<file path="config.mk">
export PLATFORM = sky130hd
export DESIGN_NAME = exu_alu_core
export DESIGN_NICKNAME = d
export VERILOG_FILES = /design/src/rtl/exu_alu_core_pkg.sv /design/src/rtl/exu_alu_core_mul_iter.sv /design/src/rtl/exu_alu_core.sv
export SDC_FILE = /design/constraint.sdc
export NUM_CORES = 1
export LEC_CHECK = 0
export ABC_AREA = 1
export CORE_UTILIZATION = 40
export CTS_BUF_LIST = sky130_fd_sc_hd__clkbuf_8
export DETAILED_ROUTE_END_ITERATION = 6
export GPL_TIMING_DRIVEN = 0
export PLACE_DENSITY_LB_ADDON = 0.08
export SYNTH_ARGS = -nofsm -noshare
export SYNTH_HDL_FRONTEND = slang
export SYNTH_SLANG_ARGS = --single-unit
</file>
<file path="constraint.sdc">
create_clock -name clk -period 2.4 [get_ports clk]
set_input_delay 0.48 -clock clk [delete_from_list [all_inputs] [get_ports clk]]
set_output_delay 0.48 -clock clk [all_outputs]
set_load 0.02 [all_outputs]
</file>
<file path="src/rtl/exu_alu_core_pkg.sv">
// Shared constants for the execution-stage ALU: widths, function codes and FSM encodings.
package exu_alu_core_pkg;

  localparam int ISA_WIDTH       = 32;
  localparam int ALU_FUNC_WIDTH  = 4;
  localparam int ALU_STATE_WIDTH = 2;

  localparam logic [ALU_STATE_WIDTH-1:0] ALU_IDLE = 2'd0;
  localparam logic [ALU_STATE_WIDTH-1:0] ALU_BUSY = 2'd1;
  localparam logic [ALU_STATE_WIDTH-1:0] ALU_DONE = 2'd2;

  // Codes up to LESS_U are frozen; later ones were appended.
  localparam logic [ALU_FUNC_WIDTH-1:0] FUNC_NO_FUNC = 4'd0;
  localparam logic [ALU_FUNC_WIDTH-1:0] FUNC_ADD     = 4'd1;
  localparam logic [ALU_FUNC_WIDTH-1:0] FUNC_SUB     = 4'd2;
  localparam logic [ALU_FUNC_WIDTH-1:0] FUNC_EQ      = 4'd3;
  localparam logic [ALU_FUNC_WIDTH-1:0] FUNC_NE      = 4'd4;
  localparam logic [ALU_FUNC_WIDTH-1:0] FUNC_LESS_U  = 4'd5;
  localparam logic [ALU_FUNC_WIDTH-1:0] FUNC_LESS_S  = 4'd6;
  localparam logic [ALU_FUNC_WIDTH-1:0] FUNC_AND     = 4'd7;
  localparam logic [ALU_FUNC_WIDTH-1:0] FUNC_OR      = 4'd8;
  localparam logic [ALU_FUNC_WIDTH-1:0] FUNC_XOR     = 4'd9;
  localparam logic [ALU_FUNC_WIDTH-1:0] FUNC_SLL     = 4'd10;
  localparam logic [ALU_FUNC_WIDTH-1:0] FUNC_SRL     = 4'd11;
  localparam logic [ALU_FUNC_WIDTH-1:0] FUNC_SRA     = 4'd12;
  localparam logic [ALU_FUNC_WIDTH-1:0] FUNC_MUL     = 4'd13;

endpackage

</file>
<file path="src/rtl/exu_alu_core_mul_iter.sv">
// Iterative shift-add multiplier: one multiplier bit per cycle, low WIDTH bits of a*b.
// done/product are combinational on the final iteration so the parent can register them that edge.
module alu_mul_iter #(
  parameter int WIDTH = 32
) (
  input  logic             clk,
  input  logic             rst,
  input  logic             abort,
  input  logic             start,
  input  logic [WIDTH-1:0] a,
  input  logic [WIDTH-1:0] b,
  output logic             done,
  output logic [WIDTH-1:0] product
);

  localparam int CW = $clog2(WIDTH);

  logic [WIDTH-1:0] mcand_q;
  logic [WIDTH-1:0] mplier_q;
  logic [WIDTH-1:0] acc_q;
  logic [WIDTH-1:0] acc_d;
  logic [CW-1:0]    cnt_q;
  logic             active_q;

  assign acc_d   = acc_q + (mplier_q[0] ? mcand_q : '0);
  assign product = acc_d;
  assign done    = active_q && (cnt_q == CW'(WIDTH - 1));

  always_ff @(posedge clk or negedge rst) begin
    if (!rst) begin
      mcand_q  <= '0;
      mplier_q <= '0;
      acc_q    <= '0;
      cnt_q    <= '0;
      active_q <= 1'b0;
    end else if (abort) begin
      active_q <= 1'b0;
    end else if (start) begin
      mcand_q  <= a;
      mplier_q <= b;
      acc_q    <= '0;
      cnt_q    <= '0;
      active_q <= 1'b1;
    end else if (active_q) begin
      acc_q    <= acc_d;
      mcand_q  <= mcand_q << 1;
      mplier_q <= mplier_q >> 1;
      cnt_q    <= cnt_q + 1'b1;
      if (cnt_q == CW'(WIDTH - 1)) active_q <= 1'b0;
    end
  end

endmodule

</file>
<file path="src/rtl/exu_alu_core.sv">
// Execution-stage ALU with valid/ready on both sides; single-cycle ops plus optional iterative MUL.
// Define ALU_MUL_EN to enable the multi-cycle MUL; otherwise MUL decodes as an undefined code.
//
// Handshake: a bundle is taken on a rising edge with in_valid && in_ready; a result is handed off
// on a rising edge with out_valid && out_ready. out_valid/alu_result are stable until handoff.
module exu_alu_core
  import exu_alu_core_pkg::*;
#(
  parameter int DATA_WIDTH  = ISA_WIDTH,
  parameter int FUNC_WIDTH  = ALU_FUNC_WIDTH,
  parameter int SHAMT_WIDTH = 5
) (
  input  logic                       clk,
  input  logic                       rst,
  input  logic                       flush,
  input  logic                       in_valid,
  output logic                       in_ready,
  input  logic [DATA_WIDTH-1:0]      alu_a,
  input  logic [DATA_WIDTH-1:0]      alu_b,
  input  logic [FUNC_WIDTH-1:0]      alu_func,
  output logic                       out_valid,
  input  logic                       out_ready,
  output logic [DATA_WIDTH-1:0]      alu_result,
  output logic                       busy,
  output logic [ALU_STATE_WIDTH-1:0] dbg_state
);

  logic [ALU_STATE_WIDTH-1:0] state_q, state_d;
  logic [DATA_WIDTH-1:0]      result_q, result_d;
  logic [DATA_WIDTH-1:0]      op_result;
  logic [SHAMT_WIDTH-1:0]     shamt;
  logic                       accept;

  assign in_ready   = !flush && ((state_q == ALU_IDLE) || ((state_q == ALU_DONE) && out_ready));
  assign accept     = in_valid && in_ready;
  assign out_valid  = (state_q == ALU_DONE);
  assign alu_result = result_q;
  assign dbg_state  = state_q;
  assign shamt      = alu_b[SHAMT_WIDTH-1:0];

`ifdef ALU_MUL_EN
  logic                  is_mul;
  logic                  mul_done;
  logic [DATA_WIDTH-1:0] mul_product;

  assign is_mul = (alu_func == FUNC_MUL);
  assign busy   = (state_q == ALU_BUSY);

  alu_mul_iter #(
    .WIDTH(DATA_WIDTH)
  ) u_mul (
    .clk    (clk),
    .rst    (rst),
    .abort  (flush),
    .start  (accept && is_mul),
    .a      (alu_a),
    .b      (alu_b),
    .done   (mul_done),
    .product(mul_product)
  );
`else
  assign busy = 1'b0;
`endif

  always_comb begin
    op_result = '0;
    case (alu_func)
      FUNC_ADD:    op_result = alu_a + alu_b;
      FUNC_SUB:    op_result = alu_a - alu_b;
      FUNC_EQ:     op_result = DATA_WIDTH'(alu_a == alu_b);
      FUNC_NE:     op_result = DATA_WIDTH'(alu_a != alu_b);
      FUNC_LESS_U: op_result = DATA_WIDTH'(alu_a < alu_b);
      FUNC_LESS_S: op_result = DATA_WIDTH'($signed(alu_a) < $signed(alu_b));
      FUNC_AND:    op_result = alu_a & alu_b;
      FUNC_OR:     op_result = alu_a | alu_b;
      FUNC_XOR:    op_result = alu_a ^ alu_b;
      FUNC_SLL:    op_result = alu_a << shamt;
      FUNC_SRL:    op_result = alu_a >> shamt;
      FUNC_SRA:    op_result = $unsigned($signed(alu_a) >>> shamt);
      default:     op_result = '0;
    endcase
  end

  // Acceptance is only possible from IDLE or DONE, so it also covers the DONE handoff.
  always_comb begin
    state_d  = state_q;
    result_d = result_q;
    if (flush) begin
      state_d = ALU_IDLE;
    end else begin
      case (state_q)
        ALU_IDLE, ALU_DONE: begin
          if (accept) begin
            state_d  = ALU_DONE;
            result_d = op_result;
`ifdef ALU_MUL_EN
            if (is_mul) begin
              state_d  = ALU_BUSY;
              result_d = result_q;
            end
`endif
          end else if ((state_q == ALU_DONE) && out_ready) begin
            state_d = ALU_IDLE;
          end
        end
        ALU_BUSY: begin
`ifdef ALU_MUL_EN
          if (mul_done) begin
            state_d  = ALU_DONE;
            result_d = mul_product;
          end
`else
          state_d = ALU_IDLE;
`endif
        end
        default: state_d = ALU_IDLE;
      endcase
    end
  end

  always_ff @(posedge clk or negedge rst) begin
    if (!rst) begin
      state_q  <= ALU_IDLE;
      result_q <= '0;
    end else begin
      state_q  <= state_d;
      result_q <= result_d;
    end
  end

endmodule

</file>
==> Yosys cells after proc, flatten, opt, wreduce, memory -nomap -nowiden <==
Cells that the tools add are included.
W data, S select, Z words.
{ "op_classes": {"magnitude_cmp": 2, "n_eq_ne": 16, "n_shift": 3, "bitwise_logic": 4, "n_addsub": 2, "mux": 5, "reduce_logical": 8} }
{ "ops": {"columns": ["cell", "n"], "rows": [
  ["$pmux W32 S12", 1],
  ["$lt A32 B32 Y1", 2],
  ["$add A32 B32 Y32", 1],
  ["$and A32 B32 Y32", 1],
  ["$eq A32 B32 Y1", 1],
  ["$ne A32 B32 Y1", 1],
  ["$or A32 B32 Y32", 1],
  ["$shl A32 B5 Y32", 1],
  ["$shr A32 B5 Y32", 1],
  ["$sshr A32 B5 Y32", 1],
  ["$sub A32 B32 Y32", 1],
  ["$xor A32 B32 Y32", 1],
  ["$eq A4 B4 Y1 const B", 5],
  ["$eq A4 B3 Y1 const B", 4],
  ["$eq A4 B2 Y1 const B", 2],
  ["$mux W2", 4],
  ["$eq A4 B1 Y1 const B", 1],
  ["$ne A4 B4 Y1 const B", 1],
  ["$logic_and A1 B1 Y1", 3],
  ["$reduce_and A3 Y1", 1],
  ["$eq A2 B2 Y1 const B", 1],
  ["$logic_not A2 Y1", 1],
  ["$reduce_or A2 Y1", 1],
  ["$logic_not A1 Y1", 1],
  ["2 further kinds", 2]
]} }
{ "totals": {"word_cells": 42, "register_bits": 34, "input_bits": 73, "out_inout_bits": 37} }

==> Longest topological paths before layout <==
Gate-level depths: netlist (run 1).
{ "logic_depth": {"word_depth": 8, "ltp_mapped": 20, "depth_no_buf": 18} }

==> Least setup slack after synthesis (run 1) <==
No wires, ideal clock.
{ "synth_path": {"path_type": "input -> register", "startpoint": "in alu_b[2]", "endpoint": "reg result_q[31], in the netlist alu_result[31]", "n_path_buf": 4, "arrival_time_ps": 2466, "setup_slack_ps": -182, "setup_time_ps": 117, "stages": 20, "required_ps": 2283, "cell_sequence": "clkbuf_1 -> inv_2 -> buf_2 -> buf_2 -> ha_1 -> buf_6 -> inv_1 -> nand2_1 -> nand3_1 -> nand2_1 -> nand2_1 -> nand2_1 -> nand2_1 -> nand2_1 -> nand2_1 -> nand2_1 -> nand3_1 -> nand3_1 -> nand2_1 -> nand2_1"} }
{ "synth_via": {"elab_chain_cells": 2, "word_cells_on_any_way": 6, "cone_classes": "add/sub: 2; shift: 3; mux: 1"} }
{ "synth_rtl": {"columns": ["element", "line_no", "source"], "rows": [
  ["start: declaration", "exu_alu_core.sv:19", "input logic [DATA_WIDTH-1:0] alu_b,"],
  ["$sub A32 B32 Y32, or another cell as far along", "exu_alu_core.sv:69", "FUNC_SUB: op_result = alu_a - alu_b;"],
  ["$pmux W32 S12 (*)", "exu_alu_core.sv:67", "case (alu_func)"],
  ["end signal: assignment", "exu_alu_core.sv:127", "result_q <= result_d;"],
  ["end: declaration", "exu_alu_core.sv:29", "logic [DATA_WIDTH-1:0] result_q, result_d;"]
]} }
Every way passes the cells marked *; elsewhere a longest branch is shown, timed or not.
A chain may end at the register's enable or synchronous reset.

==> Worst setup path after layout (run 1) <==
{ "layout_path": {"startpoint": "in alu_b[3]", "endpoint": "reg result_q[12], in the netlist alu_result[12]"} }
The elaborated chain is that of the path after synthesis.

==> results of run 1 <==
## cell families after synthesis
group	synth area share, %
adders and majority gates	10.8
DFF	7.12
other	0.0323
and+or+nand+nor	57.4
AOI/OAI and AO/OA	8.96
buffers and inverters	15.5
xor gates and xnor gates	0.227
## cells in the mapped netlist, types with 2 or more instances
cell type | number | share of area, %
nor3_2 | 3 | 0.26
nand4_1 | 26 | 1.4
nor2_2 | 9 | 0.49
nor2_4 | 7 | 0.68
clkbuf_1 | 18 | 0.58
dfrtp_1 | 33 | 7.1
nor2_1 | 164 | 5.3
nand3_1 | 423 | 18
o211ai_1 | 15 | 0.97
clkbuf_2 | 3 | 0.13
fa_1 | 2 | 0.35
nor3_1 | 15 | 0.65
o21ai_0 | 44 | 1.9
buf_6 | 9 | 0.87
buf_4 | 13 | 0.84
a21oi_1 | 73 | 3.1
or2_2 | 2 | 0.11
ha_1 | 97 | 10
nand2_1 | 869 | 28
inv_2 | 9 | 0.29
o22ai_1 | 18 | 0.97
o21ai_1 | 18 | 0.78
xor2_1 | 3 | 0.23
nand2_4 | 2 | 0.19
o2111ai_1 | 5 | 0.38
and2_1 | 17 | 0.92
buf_2 | 52 | 2.2
nand3b_1 | 7 | 0.45
inv_1 | 316 | 10
buf_1 | 6 | 0.19
nand2_2 | 5 | 0.27
o21bai_1 | 6 | 0.39
## cells in the final DEF (no fill, tap or decap), types with 6 or more instances in the layout
cell             instances
clkbuf_4                14
buf_2                   30
buf_4                  101
clkbuf_1                14
ha_1                    84
nor2_2                  34
nand3_2                 25
buf_12                  10
o211ai_1                15
nand3_1                384
nand3_4                 15
buf_6                   31
nand2_2                 78
nor3_1                  10
inv_1                  277
nor2_1                  99
o21ai_1                 18
a21oi_1                 49
nand2_4                 35
o21ai_0                 32
clkbuf_2                21
clkbuf_8                 9
ha_4                    12
inv_4                    8
and2_1                  15
clkdlybuf4s50_1         38
dfrtp_1                 33
inv_2                   36
nand4_1                 26
dlygate4sd2_1           14
nand2_1                763
o21bai_1                 6
o22ai_1                 18
o21ai_2                 11
a21oi_2                 22
nor2_4                  47
nand3b_1                 7
## power by group
| part | total [mW] | switching, mW | internal, mW |
|---|---|---|---|
| registers | 0.701 | 0.0549 | 0.646 |
| logic | 3.79 | 2.48 | 1.30 |
| clock network | 0.451 | 0.192 | 0.259 |
| total | 4.94 | 2.73 | 2.21 |
## registers in the layout, summed over array words and instances, names as in the netlist
register / cells
alu_result: 32
dbg_state: 1
## routing by layer
| layer | track usage, % | part of all wire, % | vias to the layer above |
|---|---|---|---|
| met5 | 0 | 0 | - |
| met4 | 31.8 | 8.7 | 0 |
| met3 | 12.1 | 12 | 342 |
| met2 | 72.6 | 44 | 1101 |
| met1 | 50.7 | 36 | 7739 |
| li1 | - | - | 7718 |
## critical path, cell delays in order
cell      delay (ns)
buf_12          0.10
buf_2           0.28
clkbuf_1        0.62
nand3_1         0.22
nand3_2         0.13
nand3b_1        0.09
nand2_2         0.11
nand3b_1        0.33
nand2_1         0.18
nand2_1         0.07
## area by class of cell
class                      instances  area, um^2  area share [%]
multi-input combinational       1841       10500            67.2
inverter                         327        1290            8.27
timing repair buffer             196        1630            10.4
tap                              378         473            3.04
sequential                        33         826            5.30
antenna                            2        5.00          0.0321
buffer                            94         786            5.04
clock buffer                       7        96.3           0.618
clock inverter                     1        5.00          0.0321
## final timing paths
kind / to / cells after the start / start
worst max-delay path: alu_result[12]$_DFFE_PN0P_ / 10 / alu_b[3]
worst min-delay path: alu_result[28]$_DFFE_PN0P_ / 1 / rst
worst max register to register: alu_result[12]$_DFFE_PN0P_ / 8 / dbg_state[1]$_DFFE_PN0P_
worst min register to register: alu_result[14]$_DFFE_PN0P_ / 2 / alu_result[14]$_DFFE_PN0P_
max in group asynchronous: alu_result[13]$_DFFE_PN0P_ / 1 / rst
min in group clk: alu_result[14]$_DFFE_PN0P_ / 2 / alu_result[14]$_DFFE_PN0P_
## through the flow
stage          setup WS [ns]  area (um^2)
3_5_place_dp           -1.99        13200
3_3_place_gp           -1.99        13200
4_1_cts              -0.0926        15000
2_1_floorplan        0.00587        11600
5_1_grt              -0.0859        15600
6_report             -0.0573        15600
## what timing repair did
item	4_1_cts	5_1_grt
endpoints found under the setup margin	32	32
resized for setup	564	221
pin swaps	94	93
buffers inserted	57	32
==> results.toml, run 1 <==
[sta]
worst_slack_ns = -0.0573
clock_skew_ns = 0.00393
max_freq_ghz = 0.407
slew_viol_final = 0
worst_pin_slew_ns = 0.787
holdWs_ns = 0.247
fin_setup_tns_ns = -0.194
final-setup-viol-count = 6
slew_headroom_pct = 47.5
min_period_over_period_pct = 102
grt_setup_unrepaired = "true"
hold_viol = 0
period_minus_slack_ns = 2.46

[critical_path]
cp.arrival_ns = 2.62
cp-start-kind = "primary input"
timing_worst_setup_path_type = "in2reg"
path_max_fanout = 10
cp.required_ns = 2.56
end_kind = "flop"
rrSetupSlack_ns = 0.45

[final_layout]
nFillCells = 2970
final_nets = 2670
instances_no_fill = 2879
final_core_utilization_pct = 55.3
syn2layout_area_growth_pct = 34.3
drive_above_1_share_pct = 23.0

[clock_tree]
holdBufCountCts = 0
clock_sinks = 33
cts_buffer_depth = 2
cts_buffers = 5
tritoncts = "built"
clk_pin_slew_ns = 0.07
cts_htree_levels = 2
clk_latency_ns = 0.28
clockRootBuffer = "clkbuf_8"

[placed_design]
dp_hpwl_um = 53600
placed_cells = 2787
place.gp.congestion = 1.07
numPortBuffers = 107

[power]
leakage_nw = 8.53
power_mw = 4.94
powerDensity_mw_per_mm2 = 317
ir_worst_vdd_uv = 401

[global_routing]
grt_overflow = 0
grt_pass1_wl_um = 96300
grt_util_all_layers_pct = 44.7
grt_max_degree = 34
grt_antenna_before_repair = 0
grt_pass1_vias = 16000

[drt]
drtIter0Drc = 1952
vias = 16900
drt_wl_total_um = 67100
dr.pass1.iters = 7
avgRoutedWirePerCell_um = 23.3
drc = 6
vias_per_cell = 5.87
antenna_left = 0

[yosys]
ys_seq_elements = 33
async_flop_share_pct = 100
syn_inst = 2301
synth_edf_count = 0
synth_ff_type = "dfrtp_1"
syn_area_mm2 = 0.0116
ys_types = 44
synth_area_per_cell_um2 = 5.04
yosys_warnings = 0
ys_seq_area_share_pct = 7.12

[flow_run]
drv_cap = 0

[outcome]
violations = "DRC, setup timing"
status = "finished, violations left"

[die]
start_util_pct = 41.2
dieArea_mm2 = 0.0297
die_w_um = 172
core-area_mm2 = 0.0282
die_h_um = 172
ios = 110
row_count = 61

[hold_path]
min_path_type = "in2async"
Note: power is estimated with default switching activity, not from simulation.
==> run 2, diff against run 1 <==
--- a/config.mk
+++ b/config.mk
@@ -6,7 +6,8 @@
 export NUM_CORES = 1
 export LEC_CHECK = 0
 export ABC_AREA = 1
-export CORE_UTILIZATION = 40
+export ABC_CLOCK_PERIOD_IN_PS = 2400
+export CORE_UTILIZATION = 50
 export CTS_BUF_LIST = sky130_fd_sc_hd__clkbuf_8
 export DETAILED_ROUTE_END_ITERATION = 6
 export GPL_TIMING_DRIVEN = 0
==> results.toml, run 2 (synthesis results as in run 1) <==
[drt]
dr.pass1.iters = 7
dr_wl_met2_um = 27100
avgRoutedWirePerCell_um = 24.1
dr.max_layer_used = "met5"
met3_length_um = 10500
vias_per_cell = 6.35
drtIter0Drc = 2739
drc = 2
drt-met1-wl_um = 21800
vias = 17700
antenna_left = 0
drt_wl_total_um = 67000

[die]
core-area_mm2 = 0.0227
dieArea_mm2 = 0.0238
start_util_pct = 51.1
ios = 110
die_h_um = 154
row_count = 55
die_w_um = 154

[placed_design]
placed_area_mm2 = 0.0131
place_ws_ns = -1.82
dp_hpwl_um = 49900
numPortBuffers = 107
place.gp.congestion = 1.11
placed_cells = 2694

[sta]
slew_headroom_pct = 49.7
grt_setup_unrepaired = "true"
final-setup-viol-count = 17
slew_viol_final = 0
max_freq_ghz = 0.389
worst_slack_ns = -0.168
period_minus_slack_ns = 2.57
holdWs_ns = 0.233
min_period_over_period_pct = 107
clock_skew_ns = 0.00538
worst_pin_slew_ns = 0.751
hold_viol = 0
fin_setup_tns_ns = -0.618

[global_routing]
grt_pass1_wl_um = 95900
grt_util_all_layers_pct = 54.0
grt_max_degree = 34
grt_overflow = 0
grt_antenna_before_repair = 4
grt_pass1_vias = 16400

[critical_path]
slowest_stage = "a21oi_2"
path_delay_family = "simple AND/OR/NAND/NOR gates"
timing_worst_setup_path_type = "in2reg"
rr_endpoint = "alu_result[5]$_DFFE_PN0P_"
cp.required_ns = 2.58
cp-endpoint = "alu_result[6]$_DFFE_PN0P_"
cp.depth = 11
cp-start-kind = "primary input"
end_kind = "flop"
crit_start = "alu_func[0]"
cp.arrival_ns = 2.75
rrSetupSlack_ns = 0.52
r2r-start = "dbg_state[1]$_DFFE_PN0P_"
max_stage_delay_ns = 0.39
critPathBufInv = 3
crit_path_cell_trace = "dlygate4sd2_1 > nand2_1 > inv_1 > nand2_2 > o22ai_1 > inv_1 > o21ai_0 > a21oi_2 > nand3_2 > nand2_2 > nand2_1"
path_max_fanout = 10
ff2ff_path_depth = 8

[outcome]
status = "finished, violations left"
violations = "DRC, setup timing"

[hold_path]
min_path_type = "in2async"

[final_layout]
drive_above_1_share_pct = 23.0
design_area_mm2 = 0.0155
final_cell_mix = "nand2_1, nand3_1, inv_1"
instances_no_fill = 2782
largest_register_ffs = 32
final_nets = 2667
final_core_utilization_pct = 68.3
final_common_cell = "nand2_1"
syn2layout_area_growth_pct = 33.6

[power]
power_mw = 4.92
ir_worst_vdd_uv = 456
power.switching_mw = 2.78
switching_share_pct = 56.5
leakage_nw = 8.44
p_seq_share_pct = 14.3
internal-power_mw = 2.14
power_frac_clock_pct = 8.4
combPwrFrac_pct = 77.3
powerDensity_mw_per_mm2 = 317

[clock_tree]
clk_pin_slew_ns = 0.07
clk_latency_ns = 0.29
cts_buffers = 5
clock_sinks = 33
cts_htree_levels = 2
tritoncts = "built"
holdBufCountCts = 0
cts_buffer_depth = 2
clockRootBuffer = "clkbuf_8"

[flow_run]
drv_cap = 0
## run 2: layer usage
layer	up-vias	track usage, %
met5	-	0
li1	7714	-
met3	588	19.9
met1	7814	60.5
met4	6	45.6
met2	1537	81.6
## run 2: timing repair
| item | in CTS | in global routing |
|---|---|---|
| endpoints found under the setup margin | 32 | 32 |
| pin swaps | 89 | 89 |
| gates resized for setup | 536 | 244 |
| setup buffers | 58 | 29 |
| cloned | 1 | 0 |
## run 2: power groups by stage
stage	registers [mW]	clock network, mW	logic [mW]
floorplan	0.815	0	1.67
global placement	0.710	0	2.87
detailed placement	0.711	0	2.91
CTS	0.704	0.416	3.38
global route	0.714	0.442	4.00
finish	0.706	0.411	3.80
## run 2: worst min-delay path by stage
stage	to	slack (ns)	depth (start not counted)
after detailed placement	alu_result[0]$_DFFE_PN0P_	0.47	2
final	alu_result[27]$_DFFE_PN0P_	0.23	1
after CTS	alu_result[0]$_DFFE_PN0P_	0.48	2
after global placement	alu_result[6]$_DFFE_PN0P_	0.46	2
after floorplan	alu_result[0]$_DFFE_PN0P_	0.18	0
after global routing	alu_result[29]$_DFFE_PN0P_	0.29	1
## run 2: area by class of cell
class	count	area, um^2
multi-input combinational	1841	10500
fill	2121	7210
timing repair buffer	195	1660
inverter	327	1290
sequential	33	826
buffer	92	742
tap	285	357
clock buffer	5	68.8
clock inverter	3	17.5
antenna	1	2.50
==> run 3, diff against run 2 <==
--- a/config.mk
+++ b/config.mk
@@ -5,13 +5,14 @@
 export SDC_FILE = /design/constraint.sdc
 export NUM_CORES = 1
 export LEC_CHECK = 0
-export ABC_AREA = 1
 export ABC_CLOCK_PERIOD_IN_PS = 2400
+export CORE_ASPECT_RATIO = 2
 export CORE_UTILIZATION = 50
 export CTS_BUF_LIST = sky130_fd_sc_hd__clkbuf_8
 export DETAILED_ROUTE_END_ITERATION = 6
 export GPL_TIMING_DRIVEN = 0
 export PLACE_DENSITY_LB_ADDON = 0.08
+export REMOVE_ABC_BUFFERS = 1
 export SYNTH_ARGS = -nofsm -noshare
 export SYNTH_HDL_FRONTEND = slang
 export SYNTH_SLANG_ARGS = --single-unit
==> results.toml, run 3 <==
[yosys]
synth_commonest_cells = "nor2_1, nand2_1, a21oi_1, inv_1, ha_1"
async_flop_share_pct = 100
synth_area_per_cell_um2 = 7.08
synth_area_leaders = "ha_1, dfrtp_1, a21oi_1"
ys_seq_elements = 33
syn_inst = 1409
synth_mux_area_share_pct = 14.3
synth_top_area_share_pct = 12.2
synth-compound-area-share_pct = 34.3
synth_top_family_by_area = "compound AO/OA/AOI/OAI gates"
yosys.area_share.simple_pct = 20.5
yosys_warnings = 0
ys_types = 84
synth_xor_xnor_area_share_pct = 1.05
synth_ff_type = "dfrtp_1"
ys_seq_area_share_pct = 8.28
synth_top_area_cell = "ha_1"
synth_edf_count = 0
syn_area_mm2 = 0.00998
yosysMostFrequentCell = "nor2_1"
synth_fa_ha_area_share_pct = 12.6

[clock_tree]
clockRootBuffer = "clkbuf_8"
holdBufCountCts = 0
cts_htree_levels = 2
cts_buffer_depth = 2
cts_buffers = 5
clock_sinks = 33

[die]
row_count = 72
die_h_um = 202
ios = 110
start_util_pct = 51.3
die_w_um = 102

[outcome]
status = "stopped before the end"
error_line = "[ERROR GRT-0232] Routing congestion too high. Check the congestion heatmap in the GUI."
stop_stage = "global routing (5_1_grt)"

[global_routing]
grt_overflow = 4
grt_util_all_layers_pct = 61.8
grt_max_degree = 53

[placed_design]
numPortBuffers = 107
place.gp.congestion = 1.03
dp_hpwl_um = 36400

[sta]
worst_endpoint = "alu_result[27]$_DFFE_PN0P_/D"
worst_endpoint_kind = "register data pin"
==> run 3: timing repair <==
item | 4_1_cts
hold endpoints to repair | 0
buffers inserted | 124
gates resized for setup | 635
setup endpoints to repair | 32
gates cloned | 15
pin swaps | 156
==> run 3: routing by layer <==
layer | track usage [%] | GRT overflow
met5 | 2.82 | 0
met4 | 66.0 | 3
met3 | 33.9 | 0
met2 | 85.5 | 1
met1 | 61.0 | 0
==> run 3: through the flow <==
step | setup slack, ns | TNS [ns] | cell area, um^2 | cells
3_3_place_gp | -5.62 | -162.45 | 10900 | 1668
3_5_place_dp | -3.11 | -84.19 | 11100 | 1682
4_1_cts | -0.405 | -6.56 | 14300 | 1827
2_1_floorplan | -1.42 | -33.55 | 9460 | 1302
==> run 3: logic make-up after synthesis <==
logic type | after synthesis
flops | 33
buf+inv | 211
compound gates | 505
xor+xnor | 12
mux | 103
fa+ha+maj | 99
simple gates | 445
other cells | 1
==> run 4, diff against run 3 <==
--- a/config.mk
+++ b/config.mk
@@ -6,12 +6,10 @@
 export NUM_CORES = 1
 export LEC_CHECK = 0
 export ABC_CLOCK_PERIOD_IN_PS = 2400
-export CORE_ASPECT_RATIO = 2
-export CORE_UTILIZATION = 50
-export CTS_BUF_LIST = sky130_fd_sc_hd__clkbuf_8
+export CORE_UTILIZATION = 35
 export DETAILED_ROUTE_END_ITERATION = 6
 export GPL_TIMING_DRIVEN = 0
-export PLACE_DENSITY_LB_ADDON = 0.08
+export PLACE_DENSITY_LB_ADDON = 0.15
 export REMOVE_ABC_BUFFERS = 1
 export SYNTH_ARGS = -nofsm -noshare
 export SYNTH_HDL_FRONTEND = slang
==> results.toml, run 4 <==
[outcome]
status = "finished, violations left"
violations = "DRC, setup timing"

[sta]
fin_setup_tns_ns = -7.75
max_freq_ghz = 0.349
slew_viol_final = 0
hold_viol = 0
final-setup-viol-count = 30
slew_headroom_pct = 55.9
clock_skew_ns = 0.00685
min_period_over_period_pct = 119
worst_slack_ns = -0.464
grt_setup_unrepaired = "true"
worst_pin_slew_ns = 0.655
period_minus_slack_ns = 2.86

[global_routing]
grt_pass1_wl_um = 79100
grt_overflow = 0
grt_util_all_layers_pct = 36.4
grt_antenna_before_repair = 1
grt_pass1_vias = 12400
grt_max_degree = 34

[final_layout]
final_cell_mix = "buf_4, nor2_1, nand2_1"
syn2layout_area_growth_pct = 56.9
drive_above_1_share_pct = 40.1
final_common_cell = "buf_4"
design_area_mm2 = 0.0157
largest_register_ffs = 32
antenna_cells = 0
ff_latch_area_um2 = 826
final_nets = 1790
nFillCells = 2558
multi_input_area_mm2 = 0.0104

[clock_tree]
cts_buffer_depth = 2
clockRootBuffer = "clkbuf_16"
clk_latency_ns = 0.30
clock_sinks = 33
cts_buffers = 5
tritoncts = "built"
clk_pin_slew_ns = 0.06
cts_htree_levels = 2

[critical_path]
timing_worst_setup_path_type = "in2reg"
cp.required_ns = 2.55
slowest_stage = "o41a_1"
cp.arrival_ns = 3.02
path_max_fanout = 7
end_kind = "flop"
max_stage_delay_ns = 0.40
cp-start-kind = "primary input"
crit_path_cell_trace = "buf_4 > inv_2 > ha_4 > nand3_4 > nor4_4 > nor4_4 > buf_4 > o41a_1 > o2111ai_2 > nand2_2 > a221o_1 > o21ai_1 > a31oi_1"

[drt]
dr.pass1.iters = 7
antenna_left = 0
drc = 1
avgRoutedWirePerCell_um = 27.2
drt_wl_total_um = 54300
drtIter0Drc = 1647
vias_per_cell = 6.61
vias = 13200

[power]
combPwrFrac_pct = 74.1
power.switching_mw = 2.54
power_frac_clock_pct = 13.0
p_seq_share_pct = 12.9
switching_share_pct = 48.0
leakage_nw = 6.34
ir_worst_vdd_uv = 220
powerDensity_mw_per_mm2 = 338
internal-power_mw = 2.75

[placed_design]
numPortBuffers = 107
place.gp.congestion = 0.991
dp_hpwl_um = 34900
placed_area_mm2 = 0.0113

[die]
die_w_um = 171
dieArea_mm2 = 0.0292
row_count = 61
start_util_pct = 35.7
die_h_um = 171
ios = 110
core-area_mm2 = 0.0279

[hold_path]
min_path_type = "reg2reg"

[yosys]
async_flop_share_pct = 100
syn_inst = 1409
synth_top_area_share_pct = 12.2
ys_seq_area_share_pct = 8.28
ys_seq_elements = 33
synth_top_area_cell = "ha_1"
synth_area_per_cell_um2 = 7.08
synth_commonest_cells = "nor2_1, nand2_1, a21oi_1, inv_1, ha_1"
synth_edf_count = 0
synth_area_leaders = "ha_1, dfrtp_1, a21oi_1"
yosysMostFrequentCell = "nor2_1"
synth_ff_type = "dfrtp_1"
ys_types = 84
syn_area_mm2 = 0.00998
yosys_warnings = 0

[flow_run]
drv_cap = 0
## run 4: cell counts after synthesis
Identical to the previous run, type by type.
## run 4: per-layer routing
layer | GRT usage, % | part of all wire (%)
met5 | 0 | 0.028
met4 | 21.6 | 7.5
met2 | 56.3 | 43
met1 | 46.7 | 40
met3 | 7.43 | 9.7
## run 4: cells by family (layout without fill, tap and decap cells)
logic type | count (synthesis) | in the layout | synth area share, %
other | 1 | 2 | 0.0376
DFF | 33 | 33 | 8.28
buffers and inverters | 211 | 420 | 9.06
xor gates and xnor gates | 12 | 12 | 1.05
adders and majority gates | 99 | 99 | 12.6
and+or+nand+nor | 445 | 445 | 20.5
muxes | 103 | 103 | 14.3
AOI/OAI and AO/OA | 505 | 505 | 34.3
## run 4: repair_timing
action,4_1_cts,5_1_grt
pin swaps,116,109
gates resized for setup,634,205
cloned,19,0
setup buffers,127,47
endpoints found under the hold margin,2,0
setup endpoints to repair,32,32
hold buffers,1,0
## run 4: stage by stage
stage	power (mW)	utilization [%]	cells	setup WS [ns]	hold WS, ns
after CTS	4.84	52.5	1953	-0.464	0.484
after global routing	5.51	56.0	1997	-0.514	0.505
final	5.29	56.0	1997	-0.464	0.479
after detailed placement	3.27	40.3	1800	-2.41	0.289
after global placement	3.26	39.4	1787	-5.43	0.460
after floorplan	2.20	-	1302	-1.42	0.184
## run 4: layout make-up
| cell class | instances | share of cell area [%] |
|---|---|---|
| Multi-Input combinational cell | 1166 | 66.5 |
| Timing Repair Buffer | 304 | 20.9 |
| Sequential cell | 33 | 5.28 |
| Inverter | 103 | 3.06 |
| Tap cell | 378 | 3.02 |
| Clock buffer | 6 | 0.823 |
| Timing Repair inverter | 5 | 0.280 |
| Clock inverter | 2 | 0.0639 |
## run 4: path summary, 6_finish.rpt
path | cells past startpoint | to | slack [ns] | from
worst min-delay path | 1 | alu_result[13]$_DFFE_PN0P_ | 0.48 | alu_result[13]$_DFFE_PN0P_
worst max register to register | 8 | alu_result[19]$_DFFE_PN0P_ | 0.03 | dbg_state[1]$_DFFE_PN0P_
max in group asynchronous | 3 | alu_result[21]$_DFFE_PN0P_ | 1.47 | rst
worst min register to register | 1 | alu_result[13]$_DFFE_PN0P_ | 0.48 | alu_result[13]$_DFFE_PN0P_
min in group asynchronous | 2 | alu_result[8]$_DFFE_PN0P_ | 0.50 | rst
worst max-delay path | 13 | alu_result[27]$_DFFE_PN0P_ | -0.46 | alu_a[8]
## run 4: worst max-delay path, delay by kind of cell
| family | cells | cell delay (ns) |
|---|---|---|
| buffers and inverters | 3 | 0.36 |
| AND/OR/NAND/NOR | 4 | 0.66 |
| AO/OA/AOI/OAI | 5 | 1.16 |
| adder cells (fa/ha/maj) | 1 | 0.34 |
## run 4: power groups by stage
stage / combinational [mW] / sequential [mW] / clock [mW]
after floorplan: 1.42 / 0.786 / 0
after global placement: 2.57 / 0.691 / 0
after detailed placement: 2.58 / 0.694 / 0
after CTS: 3.46 / 0.684 / 0.689
after global routing: 4.10 / 0.692 / 0.710
final: 3.92 / 0.683 / 0.686
